--- src/rtl/regfile_wb_pkg.sv ---
// Shared definitions for the register-file writeback block.
//   XLEN / REG_ADDR_W   : datapath and register-address widths
//   F3_*                : load-type encodings carried with each load result
//   load_entry_t        : one buffered load result (destination, type, raw doubleword)
//   load_extend()       : sign/zero extension of a raw doubleword by load type
package regfile_wb_pkg;

    localparam int unsigned XLEN       = 64;
    localparam int unsigned REG_ADDR_W = 5;

    localparam logic [2:0] F3_LB  = 3'b000;
    localparam logic [2:0] F3_LH  = 3'b001;
    localparam logic [2:0] F3_LW  = 3'b010;
    localparam logic [2:0] F3_LD  = 3'b011;
    localparam logic [2:0] F3_LBU = 3'b100;
    localparam logic [2:0] F3_LHU = 3'b101;
    localparam logic [2:0] F3_LWU = 3'b110;

    typedef struct packed {
        logic [REG_ADDR_W-1:0] rd;
        logic [2:0]            funct3;
        logic [XLEN-1:0]       data;
    } load_entry_t;

    localparam int unsigned LOAD_ENTRY_W = $bits(load_entry_t);

    // LD and the unused 111 encoding both pass the full doubleword.
    function automatic logic [XLEN-1:0] load_extend(input logic [2:0]      funct3,
                                                    input logic [XLEN-1:0] raw);
        logic [XLEN-1:0] result;
        case (funct3)
            F3_LB:   result = {{(XLEN-8){raw[7]}}, raw[7:0]};
            F3_LH:   result = {{(XLEN-16){raw[15]}}, raw[15:0]};
            F3_LW:   result = {{(XLEN-32){raw[31]}}, raw[31:0]};
            F3_LBU:  result = {{(XLEN-8){1'b0}}, raw[7:0]};
            F3_LHU:  result = {{(XLEN-16){1'b0}}, raw[15:0]};
            F3_LWU:  result = {{(XLEN-32){1'b0}}, raw[31:0]};
            default: result = raw;
        endcase
        return result;
    endfunction

endpackage

--- src/rtl/wb_fifo.sv ---
// Synchronous FIFO buffering load results ahead of the writeback arbiter.
//   clk, rst            : clock, synchronous active-high reset (clears pointers/occupancy)
//   push, push_data     : write an entry (ignored when full)
//   pop, pop_data       : pop_data is the current head; pop removes it (ignored when empty)
//   full, empty         : occupancy flags; push and pop in one cycle leave occupancy unchanged
module wb_fifo #(
    parameter int unsigned DEPTH = 2,
    parameter int unsigned WIDTH = 8
) (
    input  logic             clk,
    input  logic             rst,
    input  logic             push,
    input  logic [WIDTH-1:0] push_data,
    input  logic             pop,
    output logic [WIDTH-1:0] pop_data,
    output logic             full,
    output logic             empty
);

    localparam int unsigned PTR_W = (DEPTH > 1) ? $clog2(DEPTH) : 1;
    localparam logic [PTR_W:0] FULL_COUNT = (PTR_W + 1)'(DEPTH);

    logic [WIDTH-1:0] mem_q [DEPTH];
    logic [PTR_W-1:0] wr_ptr_q, rd_ptr_q;
    logic [PTR_W:0]   count_q;
    logic             push_en, pop_en;

    assign full     = (count_q == FULL_COUNT);
    assign empty    = (count_q == '0);
    assign push_en  = push && !full;
    assign pop_en   = pop && !empty;
    assign pop_data = mem_q[rd_ptr_q];

    // Storage is not reset; occupancy alone decides what is valid.
    always_ff @(posedge clk) begin
        if (push_en) begin
            mem_q[wr_ptr_q] <= push_data;
        end
    end

    // DEPTH is a power of two, so pointers wrap naturally.
    always_ff @(posedge clk) begin
        if (rst) begin
            wr_ptr_q <= '0;
            rd_ptr_q <= '0;
            count_q  <= '0;
        end else begin
            if (push_en) begin
                wr_ptr_q <= wr_ptr_q + PTR_W'(1);
            end
            if (pop_en) begin
                rd_ptr_q <= rd_ptr_q + PTR_W'(1);
            end
            if (push_en && !pop_en) begin
                count_q <= count_q + (PTR_W + 1)'(1);
            end else if (pop_en && !push_en) begin
                count_q <= count_q - (PTR_W + 1)'(1);
            end
        end
    end

endmodule

--- src/rtl/regfile_writeback.sv ---
// Register-file writeback stage: merges ALU results and buffered load results onto the
// single register-file write port.
//   clk, rst                          : clock, synchronous active-high reset
//   alu_valid/alu_ready/alu_rd/alu_data : ALU result handshake (ready is combinational)
//   mem_valid/mem_ready/mem_rd/mem_data/mem_funct3 : load result into the load FIFO
//   we_regs/w_regs_addr/w_regs_data   : registered register-file write port
//   wb_idle                           : load FIFO empty and no write in progress
// Optional feature macro WB_FWD_EN adds read-port bypass:
//   r_regs_addr1/2, regs_data1/2 in; fwd_data1/2 out (write data when addresses match).
module regfile_writeback
    import regfile_wb_pkg::*;
#(
    parameter int unsigned FIFO_DEPTH   = 2,
    parameter int unsigned STARVE_LIMIT = 4
) (
    input  logic                  clk,
    input  logic                  rst,
    input  logic                  alu_valid,
    output logic                  alu_ready,
    input  logic [REG_ADDR_W-1:0] alu_rd,
    input  logic [XLEN-1:0]       alu_data,
    input  logic                  mem_valid,
    output logic                  mem_ready,
    input  logic [REG_ADDR_W-1:0] mem_rd,
    input  logic [XLEN-1:0]       mem_data,
    input  logic [2:0]            mem_funct3,
`ifdef WB_FWD_EN
    input  logic [REG_ADDR_W-1:0] r_regs_addr1,
    input  logic [REG_ADDR_W-1:0] r_regs_addr2,
    input  logic [XLEN-1:0]       regs_data1,
    input  logic [XLEN-1:0]       regs_data2,
    output logic [XLEN-1:0]       fwd_data1,
    output logic [XLEN-1:0]       fwd_data2,
`endif
    output logic                  we_regs,
    output logic [REG_ADDR_W-1:0] w_regs_addr,
    output logic [XLEN-1:0]       w_regs_data,
    output logic                  wb_idle
);

    localparam int unsigned CNT_W = (STARVE_LIMIT > 0) ? $clog2(STARVE_LIMIT + 1) : 1;
    localparam logic [CNT_W-1:0] STARVE_MAX = CNT_W'(STARVE_LIMIT);

    logic                    fifo_full, fifo_empty, fifo_push;
    logic [LOAD_ENTRY_W-1:0] head_bits;
    load_entry_t             head, push_entry;

    logic                    grant_alu, grant_load, starved;
    logic [CNT_W-1:0]        starve_q, starve_d;

    logic                    win_wr;
    logic [REG_ADDR_W-1:0]   win_rd;
    logic [XLEN-1:0]         win_data;

    logic                    we_regs_q;
    logic [REG_ADDR_W-1:0]   w_regs_addr_q;
    logic [XLEN-1:0]         w_regs_data_q;

    assign push_entry = '{rd: mem_rd, funct3: mem_funct3, data: mem_data};
    assign head       = load_entry_t'(head_bits);

    // No pass-through: a load always lands in the FIFO before it can be granted.
    assign mem_ready = !fifo_full && !rst;
    assign fifo_push = mem_valid && mem_ready;

    wb_fifo #(
        .DEPTH (FIFO_DEPTH),
        .WIDTH (LOAD_ENTRY_W)
    ) u_load_fifo (
        .clk       (clk),
        .rst       (rst),
        .push      (fifo_push),
        .push_data (push_entry),
        .pop       (grant_load),
        .pop_data  (head_bits),
        .full      (fifo_full),
        .empty     (fifo_empty)
    );

    // Loads win unless the ALU has been passed over STARVE_LIMIT times in a row.
    assign starved    = (starve_q == STARVE_MAX);
    assign grant_alu  = !rst && alu_valid && (fifo_empty || starved);
    assign grant_load = !rst && !fifo_empty && !grant_alu;
    assign alu_ready  = grant_alu;

    always_comb begin
        starve_d = starve_q;
        if (!alu_valid || grant_alu) begin
            starve_d = '0;
        end else if (grant_load) begin
            starve_d = starve_q + CNT_W'(1);
        end
    end

    always_comb begin
        win_rd   = head.rd;
        win_data = load_extend(head.funct3, head.data);
        if (grant_alu) begin
            win_rd   = alu_rd;
            win_data = alu_data;
        end
        // x0 results are consumed but never written.
        win_wr = (grant_alu || grant_load) && (win_rd != '0);
    end

    always_ff @(posedge clk) begin
        if (rst) begin
            starve_q      <= '0;
            we_regs_q     <= 1'b0;
            w_regs_addr_q <= '0;
            w_regs_data_q <= '0;
        end else begin
            starve_q  <= starve_d;
            we_regs_q <= win_wr;
            if (win_wr) begin
                w_regs_addr_q <= win_rd;
                w_regs_data_q <= win_data;
            end
        end
    end

    assign we_regs     = we_regs_q;
    assign w_regs_addr = w_regs_addr_q;
    assign w_regs_data = w_regs_data_q;
    assign wb_idle     = fifo_empty && !we_regs_q;

`ifdef WB_FWD_EN
    logic hit1, hit2;

    assign hit1      = we_regs_q && (w_regs_addr_q != '0) && (r_regs_addr1 == w_regs_addr_q);
    assign hit2      = we_regs_q && (w_regs_addr_q != '0) && (r_regs_addr2 == w_regs_addr_q);
    assign fwd_data1 = hit1 ? w_regs_data_q : regs_data1;
    assign fwd_data2 = hit2 ? w_regs_data_q : regs_data2;
`endif

endmodule

--- config.mk ---
export PLATFORM = sky130hd
export DESIGN_NAME = regfile_writeback
export DESIGN_NICKNAME = d
export VERILOG_FILES = /design/src/rtl/regfile_wb_pkg.sv /design/src/rtl/wb_fifo.sv /design/src/rtl/regfile_writeback.sv
export SDC_FILE = /design/constraint.sdc
export NUM_CORES = 1
export LEC_CHECK = 0
export BUFFER_PORTS_ARGS = -buffer_cell sky130_fd_sc_hd__buf_2
export CAP_MARGIN = 20
export CORE_ASPECT_RATIO = 2
export CORE_MARGIN = 2
export CORE_UTILIZATION = 40
export CTS_BUF_LIST = sky130_fd_sc_hd__clkbuf_2
export DETAILED_ROUTE_END_ITERATION = 7
export PLACE_DENSITY = 0.71
export SLEW_MARGIN = 20
export SYNTH_ARGS = -nofsm -noshare
export SYNTH_HDL_FRONTEND = slang
export SYNTH_HIERARCHICAL = 1
export SYNTH_SLANG_ARGS = --single-unit
--- constraint.sdc ---
create_clock -name clk -period 3.3 [get_ports clk]
set_input_delay 0.495 -clock clk [delete_from_list [all_inputs] [get_ports clk]]
set_output_delay 0.495 -clock clk [all_outputs]
set_load 0.1 [all_outputs]
# == Word level (Yosys, flattened, before mapping) ==
# Memories as Yosys holds them, arrays and structs flattened. A register that Yosys moved wholly into a read port is not among the register bits.
# Cells that the tools add are included.
# word_totals
reg_bits,77
ramBits,144
in_bits,145
out_inout_bits,73
memories,1
# memory_table
memory,depth,width,rd,rd_ports_with_merged_regs,write_ports,line_no,text
u_load_fifo.mem_q,2,72,1,1,1,wb_fifo.sv:23,logic [WIDTH-1:0] mem_q [DEPTH];
# op_classes
add_sub_neg,5
eq_ne,7
n_mux,9
reduce_logical,28
# op_table
operator,count
$pmux W64 S6,1
$mux W64,1
$eq A3 B3 Y1 const B,4
$logic_and A1 B1 Y1,12
$logic_not A1 Y1,8
$mux W5,1
$reduce_bool A5 Y1,1
$mux W1,4
$mux W2,2
$add A3 B1 Y3 const B,1
$eq A3 B1 Y1 const B,1
$eq A3 B2 Y1 const B,1
$logic_not A3 Y1,1
$logic_or A1 B1 Y1,3
$add A1 B1 Y1 const B,2
$add A2 B1 Y2 const B,1
$eq A2 B2 Y1 const B,1
$logic_not A2 Y1,1
$reduce_bool A2 Y1,1
$reduce_or A2 Y1,1
$sub A2 B1 Y2 const B,1

# == Logic depth before layout (Yosys ltp) ==
# Gate-level depths: netlist (run 1).
# logic_depth
word_depth,9
mapped_depth,13

# == By module ==
# The synthesis (run 1) kept the hierarchy.
# by_module_without_submodules
module,instances,cells_each,area_each_um2,seq_area_each_um2
wb_fifo,1,249,5392.7,4424.2
regfile_writeback,1,431,3716.1,1461.4

# == Least setup slack after synthesis (run 1) ==
# No wires, ideal clock.
# synth_timing
path_type,input port to flip-flop
from,input rst
to,"memory u_load_fifo/mem_q[1][0] (netlist name), enable pin"
arrival_ps,4075
required_time_ps,2862
slack_ps,-1213
stages,6
cell_sequence,buf_4 > nor2_1 > and2_1 > inv_1 > nor2_1 > and2_1
# synth_between
elab_chain_len,6
# synth_lines
item,line_no,text
start: declaration,regfile_writeback.sv:17,"input logic rst,"
$logic_not A1 Y1,regfile_writeback.sv:63,assign mem_ready = !fifo_full && !rst;
$logic_and A1 B1 Y1,regfile_writeback.sv:63,
via mem_ready,regfile_writeback.sv:23,"output logic mem_ready,"
$logic_and A1 B1 Y1,regfile_writeback.sv:64,assign fifo_push = mem_valid && mem_ready;
via fifo_push,regfile_writeback.sv:44,"logic fifo_full, fifo_empty, fifo_push;"
$logic_and A1 B1 Y1,wb_fifo.sv:30,assign push_en = push && !full;
via u_load_fifo.push_en,wb_fifo.sv:26,"logic push_en, pop_en;"
$mux W1,wb_fifo.sv:36,if (push_en) begin
$mux W1 (not written as such),wb_fifo.sv:37,mem_q[wr_ptr_q] <= push_data;
end: declaration,wb_fifo.sv:23,
# The timed path passes the listed nets, and every way through them passes these cells.

# == Final worst setup path (run 1) ==
# layout_timing
from,register u_load_fifo.count_q[0]
to,output alu_ready
# layout_between
elab_chain_len,3
# layout_lines
item,line_no,text
start: declaration,wb_fifo.sv:25,logic [PTR_W:0] count_q;
start signal: assignment,wb_fifo.sv:55,count_q <= count_q + (PTR_W + 1)'(1);
start signal: assignment,wb_fifo.sv:57,count_q <= count_q - (PTR_W + 1)'(1);
$logic_not A2 Y1,wb_fifo.sv:29,assign empty = (count_q == '0);
via fifo_empty,regfile_writeback.sv:44,
$logic_or A1 B1 Y1,regfile_writeback.sv:82,assign grant_alu = !rst && alu_valid && (fifo_empty || starved);
$logic_and A1 B1 Y1,regfile_writeback.sv:82,
end: declaration,regfile_writeback.sv:19,"output logic alu_ready,"
# The timed path passes the listed nets, and every way through them passes these cells.

==> impl_metrics.csv, run 1 <==
group,metric,value,unit
global_route,grt_max_degree,52,
synthesis,yosys.cell_types.count,38,
die,rows,78,
critical_path,crit_fanout,13,
die,core-area,22500,um2
synthesis,synth.ff_latch_count,222,
die,die_x,111,um
timing,maximum_clock_frequency,0.342,GHz
power,p_sw,0.00300,W
drt,drt_iter0_markers,282,
finish,nNetsFinal,1140,
synthesis,portion_of_synthesized_cell_area_occupied_by_the_leading_cell_type,0.475,
drt,postRouteAntennaNets,0,
worst_hold_path,min_to,"w_regs_data[11]",
run,drv.max_cap_violation_count,0,
power,p_comb_frac,0.329,
timing,final_max_slew_viol_count,0,
synthesis,async_flop_share,0,
timing,post-route-period-util,0.885,
timing,finalHoldViolations,0,
power,switching_part_of_the_total_power,0.401,
placement,detailed_place_hpwl,15.1,mm
critical_path,r2r_slack,690,ps
worst_hold_path,hold_path_startpoint,"alu_data[11]",
drt,detail_route.wl_per_cell,17.2,um
critical_path,reg2reg_depth,7,
critical_path,cp_data_arrival_time,2430,ps
timing,finalClockSkew,36.6,ps
timing,max-slew-margin-rel,0.586,
critical_path,critPathCaptureType,"output port",
synthesis,synthTopCellsByCount,"sky130_fd_sc_hd__edfxtp_1 (144), sky130_fd_sc_hd__dfxtp_1 (78), sky130_fd_sc_hd__mux2_2 (72)",
synthesis,dominantRegCellSynth,"sky130_fd_sc_hd__edfxtp_1",
worst_hold_path,worstHoldPathType,"input pin to flop",
synthesis,number_of_synthesized_flops_with_an_enable_pin,144,
synthesis,ys_top_cells_by_area,"sky130_fd_sc_hd__edfxtp_1 (47%), sky130_fd_sc_hd__dfxtp_1 (17%), sky130_fd_sc_hd__mux2_2 (8.9%)",
global_route,globalRouteOverflowTotal,0,
timing,timing.final.ws_setup,380,ps
power,clock_power_share,0.221,
finish,finalNonFillerCells,1312,
outcome,run_status,"completed",
timing,setup_viol,0,
placement,numPlacedInstances,1143,
critical_path,worstPathCellList,"nor2_1 > a21oi_1 > or2_2 > inv_4 > buf_2",
critical_path,setup.worst_path.start,"u_load_fifo/count_q[0]",
placement,placement.io_buffers,217,
critical_path,required,2800,ps
finish,drive_gt1_frac,0.413,
global_route,grt_use_total,0.184,
critical_path,critical_path.reg2reg.endpoint,"w_regs_data[35]",
synthesis,yosys.cell_count.top_type,"sky130_fd_sc_hd__edfxtp_1",
die,die_area,24100,um2
synthesis,synth.net_count,828,
clock_tree,cts_tree,"yes",
finish,final_core_util,0.518,
synthesis,ys_warn_count,6,
power,power.share.sequential,0.450,
clock_tree,cts_buffers,49,
critical_path,critPathLaunchType,"flop",
die,start_util,0.404,
drt,first_pass_iters,5,
critical_path,cpMaxStageDelayCell,"sky130_fd_sc_hd__buf_2",
drt,via_per_inst,5.14,
power,cell_internal_pwr,0.00449,W
clock_tree,cts_repair_resize_count,0,
power,p_leak,4.87,nW
drt,wl,22.6,mm
placement,gpl.final_weighted_congestion,0.829,
synthesis,synthesis.area,9110,um2
clock_tree,cts_post_setup_buffers_inserted,0,
clock_tree,clock_pin_slew_worst_setup_and_hold_paths,100,ps
finish,fillCellCount,2021,
synthesis,yosys.area.top_type,"sky130_fd_sc_hd__edfxtp_1",
worst_hold_path,timing.hold.worst_path_depth,3,
synthesis,synth.yosys.seq_area_share,0.646,
clock_tree,clk-insertion-delay-late,760,ps
global_route,grt_first_pass_wirelength,35.3,mm
critical_path,timing_worst_setup_path_type,"flop to output port",
drt,detailroute.via_count,6750,
timing,worst_pin_slew,621,ps
synthesis,synthesized_area_per_cell,13.4,um2
clock_tree,cts-root-to-sink-buffers,3,
clock_tree,clock-sinks,222,
clock_tree,ctsHtreeMaxLevel,2,
clock_tree,cts_root_buffer,"sky130_fd_sc_hd__clkbuf_2",
timing,fin_setup_tns,0,ps
global_route,first_global_vias,7011,
finish,multiInputGateArea,2940,um2
synthesis,post_synth_inst_count,680,
finish,area_delta_synth_final,28.1,%
finish,regArea,5890,um2
die,floorplan.io_pins,218,
critical_path,critical-path-max-stage-delay,460,ps
die,height_of_the_die,217,um
timing,hold_ws,84.8,ps
timing,final_period_minus_worst_setup_slack,2920,ps
timing,grt_setup_unrepaired,"no",
power,powerDensity,642,nW/um2
power,worst_vdd_drop,0.000383,V
placement,place_worst_setup_slack,649,ps
global_route,grt_antenna_before_repair,1,
drt,route.detailed.drc,0,
## stage by stage
step                      total power, W  area, um2
after floorplan                  0.00535       9120
final                            0.00749      11700
after global placement           0.00580      10400
after detailed placement         0.00583      10400
after CTS                        0.00758      11700
after global routing             0.00784      11700
## flip-flops by register name, summed over array words and instances, names as in the netlist, named ones only
register / flops
u_load_fifo/rd_ptr_q: 1
u_load_fifo/count_q: 2
starve_q: 3
u_load_fifo/wr_ptr_q: 1
we_regs: 1
u_load_fifo/mem_q: 144
w_regs_addr: 5
w_regs_data: 64
## per-layer routing
layer,track usage,up-vias,wire (um)
li1,-,3200,-
met1,0.180,3282,7830
met2,0.361,213,13000
met3,0.0317,55,1000
met4,0.0946,0,767
met5,0,-,0
## cell type report
| type | instances | share of cell area |
|---|---|---|
| flip-flops and latches | 222 | 0.505 |
| multi-input cells | 400 | 0.252 |
| repair buffers | 312 | 0.172 |
| clock buffers | 80 | 0.0343 |
| well taps | 280 | 0.0300 |
| clock inverters | 10 | 0.00354 |
| inverters | 7 | 0.00322 |
| diodes | 1 | 0.000214 |
## layout by cell type (no fill, tap or decap), types with 4 or more instances in the layout
master                          Yosys  final
sky130_fd_sc_hd__a211oi_1          11     11
sky130_fd_sc_hd__a21o_1            32     32
sky130_fd_sc_hd__a21oi_1           29     28
sky130_fd_sc_hd__a22oi_1           11     11
sky130_fd_sc_hd__a22oi_2           21     21
sky130_fd_sc_hd__and2_1            22     21
sky130_fd_sc_hd__buf_2             14    217
sky130_fd_sc_hd__buf_4              3     16
sky130_fd_sc_hd__clkbuf_2           0     80
sky130_fd_sc_hd__clkinv_1           0      6
sky130_fd_sc_hd__dfxtp_1           78     77
sky130_fd_sc_hd__dlygate4sd3_1      0     78
sky130_fd_sc_hd__edfxtp_1         144    144
sky130_fd_sc_hd__inv_1              5      4
sky130_fd_sc_hd__mux2_2            72     72
sky130_fd_sc_hd__mux2i_1           16     16
sky130_fd_sc_hd__nand2_1           58     58
sky130_fd_sc_hd__nand3_1           41     41
sky130_fd_sc_hd__nor2_1            26     24
sky130_fd_sc_hd__nor3_1             4      4
sky130_fd_sc_hd__o211ai_1           8      8
sky130_fd_sc_hd__o21ai_0           12     12
sky130_fd_sc_hd__o221ai_1          16     16
## power by group through the flow
stage	logic (W)	registers [W]	clock network (W)
3_5_place_dp	0.00239	0.00343	0
2_1_floorplan	0.000846	0.00451	0
6_report	0.00246	0.00337	0.00165
3_3_place_gp	0.00237	0.00342	0
5_1_grt	0.00259	0.00340	0.00185
4_1_cts	0.00247	0.00337	0.00173
## timing repair
action / in CTS / in global routing
hold endpoints to repair: 150 / 0
hold buffers: 78 / 0
endpoints found under the setup margin: 0 / 0
## worst max-delay path, delay by kind of cell (launching register included)
kind / cells / cell delay, ps
buffers and inverters: 2 / 620
AND/OR/NAND/NOR: 2 / 590
flip-flops: 1 / 390
AO/OA/AOI/OAI: 1 / 110
## cells by family (layout without fill, tap and decap cells)
group / Yosys count / in the layout / synth area share
adders and majority gates: 3 / 3 / 0.00412
DFF: 222 / 222 / 0.646
buffers and inverters: 58 / 409 / 0.0337
muxes: 88 / 88 / 0.107
xor gates and xnor gates: 3 / 3 / 0.00289
AOI/OAI and AO/OA: 144 / 144 / 0.123
other: 0 / 1 / 0
and+or+nand+nor: 162 / 162 / 0.0841
## worst max path at each step
| stage | endpoint | slack, ps |
|---|---|---|
| final | alu_ready | 380 |
| after detailed placement | w_regs_data[39] | 650 |
| after CTS | alu_ready | 270 |
| after floorplan | u_load_fifo/mem_q[0][0] | 30 |
| after global routing | alu_ready | 170 |
| after global placement | w_regs_data[43] | 700 |
No activity file was read; power rests on OpenSTA's default activity.
==> run 2: changes to the inputs <==
--- a/config.mk
+++ b/config.mk
@@ -8,11 +8,9 @@
 export BUFFER_PORTS_ARGS = -buffer_cell sky130_fd_sc_hd__buf_2
 export CAP_MARGIN = 20
 export CORE_ASPECT_RATIO = 2
-export CORE_MARGIN = 2
 export CORE_UTILIZATION = 40
 export CTS_BUF_LIST = sky130_fd_sc_hd__clkbuf_2
 export DETAILED_ROUTE_END_ITERATION = 7
-export PLACE_DENSITY = 0.71
 export SLEW_MARGIN = 20
 export SYNTH_ARGS = -nofsm -noshare
 export SYNTH_HDL_FRONTEND = slang
==> run 2 against run 1 <==
Register-to-register slack got worse by 280 ps. Cell count increased by 2.1%. Die area decreased by 2.7%. Wire length increased by 2.7%. Sequential share of layout area decreased by 1.3 points. Clock power increased by 3%. Sequential cell count unchanged.
==> impl_metrics.csv, run 2 (synthesis results as in run 1) <==
group,metric,value,unit
outcome,run_status,"completed",
placement,numPlacedInstances,1137,
drt,detailroute.via_count,6752,
finish,nNetsFinal,1167,
clock_tree,cts_post_setup_buffers_inserted,0,
drt,first_pass_iters,4,
die,die_x,109,um
worst_hold_path,worstHoldPathType,"input pin to flop",
finish,max_reg_flops,144,
power,p_leak,5.00,nW
clock_tree,cts_tree,"yes",
drt,detail_route.wl_per_cell,17.3,um
timing,finalHoldViolations,0,
critical_path,r2r_slack,410,ps
critical_path,reg2reg_depth,9,
timing,post-route-period-util,0.908,
timing,finalClockSkew,56.8,ps
clock_tree,clock_pin_slew_worst_setup_and_hold_paths,110,ps
power,powerDensity,631,nW/um2
placement,place_worst_setup_slack,692,ps
clock_tree,cts_root_buffer,"sky130_fd_sc_hd__clkbuf_2",
die,height_of_the_die,215,um
clock_tree,cts-root-to-sink-buffers,3,
critical_path,crit_fanout,26,
finish,layout_common_cells,"sky130_fd_sc_hd__buf_2 (216), sky130_fd_sc_hd__edfxtp_1 (144), sky130_fd_sc_hd__dlygate4sd3_1 (107)",
finish,largest-register,"u_load_fifo/mem_q",
drt,drt_iter0_markers,235,
global_route,grt_max_degree,52,
finish,final_design_area_no_fill,12000,um2
drt,postRouteAntennaNets,0,
timing,worst_pin_slew,730,ps
timing,final_period_minus_worst_setup_slack,3000,ps
timing,fin_setup_tns,0,ps
critical_path,critical_path.reg2reg.endpoint,"w_regs_data[0]",
global_route,globalRouteOverflowTotal,0,
timing,max-slew-margin-rel,0.513,
timing,final_max_slew_viol_count,0,
placement,detailed_place_hpwl,15.3,mm
finish,finalNonFillerCells,1340,
power,worst_vdd_drop,0.000391,V
drt,route.detailed.drc,0,
clock_tree,clock-sinks,222,
worst_hold_path,min_to,"w_regs_addr[3]",
die,start_util,0.409,
die,floorplan.io_pins,218,
global_route,grt_use_total,0.202,
clock_tree,ctsHtreeMaxLevel,2,
drt,via_per_inst,5.04,
finish,area_delta_synth_final,31.6,%
critical_path,timing_worst_setup_path_type,"flop to output port",
finish,fillCellCount,1978,
global_route,first_global_vias,7177,
timing,timing.final.ws_setup,302,ps
die,die_area,23400,um2
finish,drive_gt1_frac,0.404,
critical_path,startpoint_of_the_worst_register_to_register_path,"starve_q[0]",
run,drv.max_cap_violation_count,0,
worst_hold_path,timing.hold.worst_path_depth,3,
clock_tree,cts_buffers,49,
worst_hold_path,hold_path_startpoint,"alu_rd[3]",
placement,placement.io_buffers,217,
timing,setup_viol,0,
clock_tree,clk-insertion-delay-late,860,ps
global_route,grt_antenna_before_repair,4,
timing,maximum_clock_frequency,0.334,GHz
finish,final_core_util,0.538,
timing,grt_setup_unrepaired,"no",
critical_path,required,2800,ps
placement,dpl-instance-area,10400,um2
global_route,grt_first_pass_wirelength,35.7,mm
critical_path,critPathCaptureType,"output port",
critical_path,cp_data_arrival_time,2500,ps
critical_path,critPathLaunchType,"flop",
finish,most_common_cell_after_layout_fill_and_taps_aside,"sky130_fd_sc_hd__buf_2",
die,core-area,22300,um2
drt,wl,23.2,mm
die,rows,77,
placement,gpl.final_weighted_congestion,0.763,
## run 2: cell type report
| type | count | area, um2 | area share |
|---|---|---|---|
| diodes | 5 | 12.5 | 0.00104 |
| clock buffers | 83 | 415 | 0.0347 |
| clock inverters | 8 | 32.5 | 0.00271 |
| inverters | 7 | 37.5 | 0.00313 |
| multi-input cells | 400 | 2950 | 0.247 |
| flip-flops and latches | 222 | 5890 | 0.491 |
| well taps | 276 | 345 | 0.0288 |
| repair buffers | 339 | 2300 | 0.192 |
## run 2: per-layer routing
layer  vias up  wire, um  global-route usage
li1       3255         -                   -
met1      3208      7990               0.186
met2       228     12900               0.390
met3        61      1210              0.0444
met4         0      1080               0.111
met5         -         0                   0
## run 2: repair_timing
| item | in CTS | in global routing |
|---|---|---|
| resized for setup | 1 | 1 |
| endpoints found under the hold margin | 176 | 2 |
| cloned | 0 | 0 |
| hold buffers | 105 | 2 |
| endpoints found under the setup margin | 1 | 1 |
## run 2: power by group
group / internal [W] / leakage, nW / switching [W] / total (W)
sequential: 0.00325 / 1.96 / 0.000122 / 0.00337
clock: 0.000651 / 0.365 / 0.00105 / 0.00170
combinational: 0.000635 / 2.67 / 0.00186 / 0.00249
total: 0.00453 / 5.00 / 0.00303 / 0.00756
## run 2: metrics by stage
stage               hold slack [ps]  power, W
floorplan                       452   0.00535
finish                         82.2   0.00756
CTS                            4.44   0.00766
detailed placement              434   0.00584
global placement                431   0.00581
global route                 0.0432   0.00792
## run 2: critical path, cell delays in order (launching register included)
cell and delay (ps):
sky130_fd_sc_hd__dfxtp_1 380, sky130_fd_sc_hd__nor2_2 230, sky130_fd_sc_hd__a21oi_1 100, sky130_fd_sc_hd__or2_2 320
sky130_fd_sc_hd__inv_4 250, sky130_fd_sc_hd__buf_4 370
## run 2: worst max path at each step
stage | start | slack (ps) | endpoint | depth (start not counted)
after floorplan | rst | 30 | u_load_fifo/mem_q[0][0] | 6
final | u_load_fifo/count_q[0] | 300 | alu_ready | 5
after global routing | u_load_fifo/count_q[0] | 100 | alu_ready | 5
after detailed placement | flop | 690 | w_regs_data[40] | 7
after global placement | flop | 550 | w_regs_data[21] | 5
after CTS | u_load_fifo/count_q[0] | 70 | alu_ready | 5
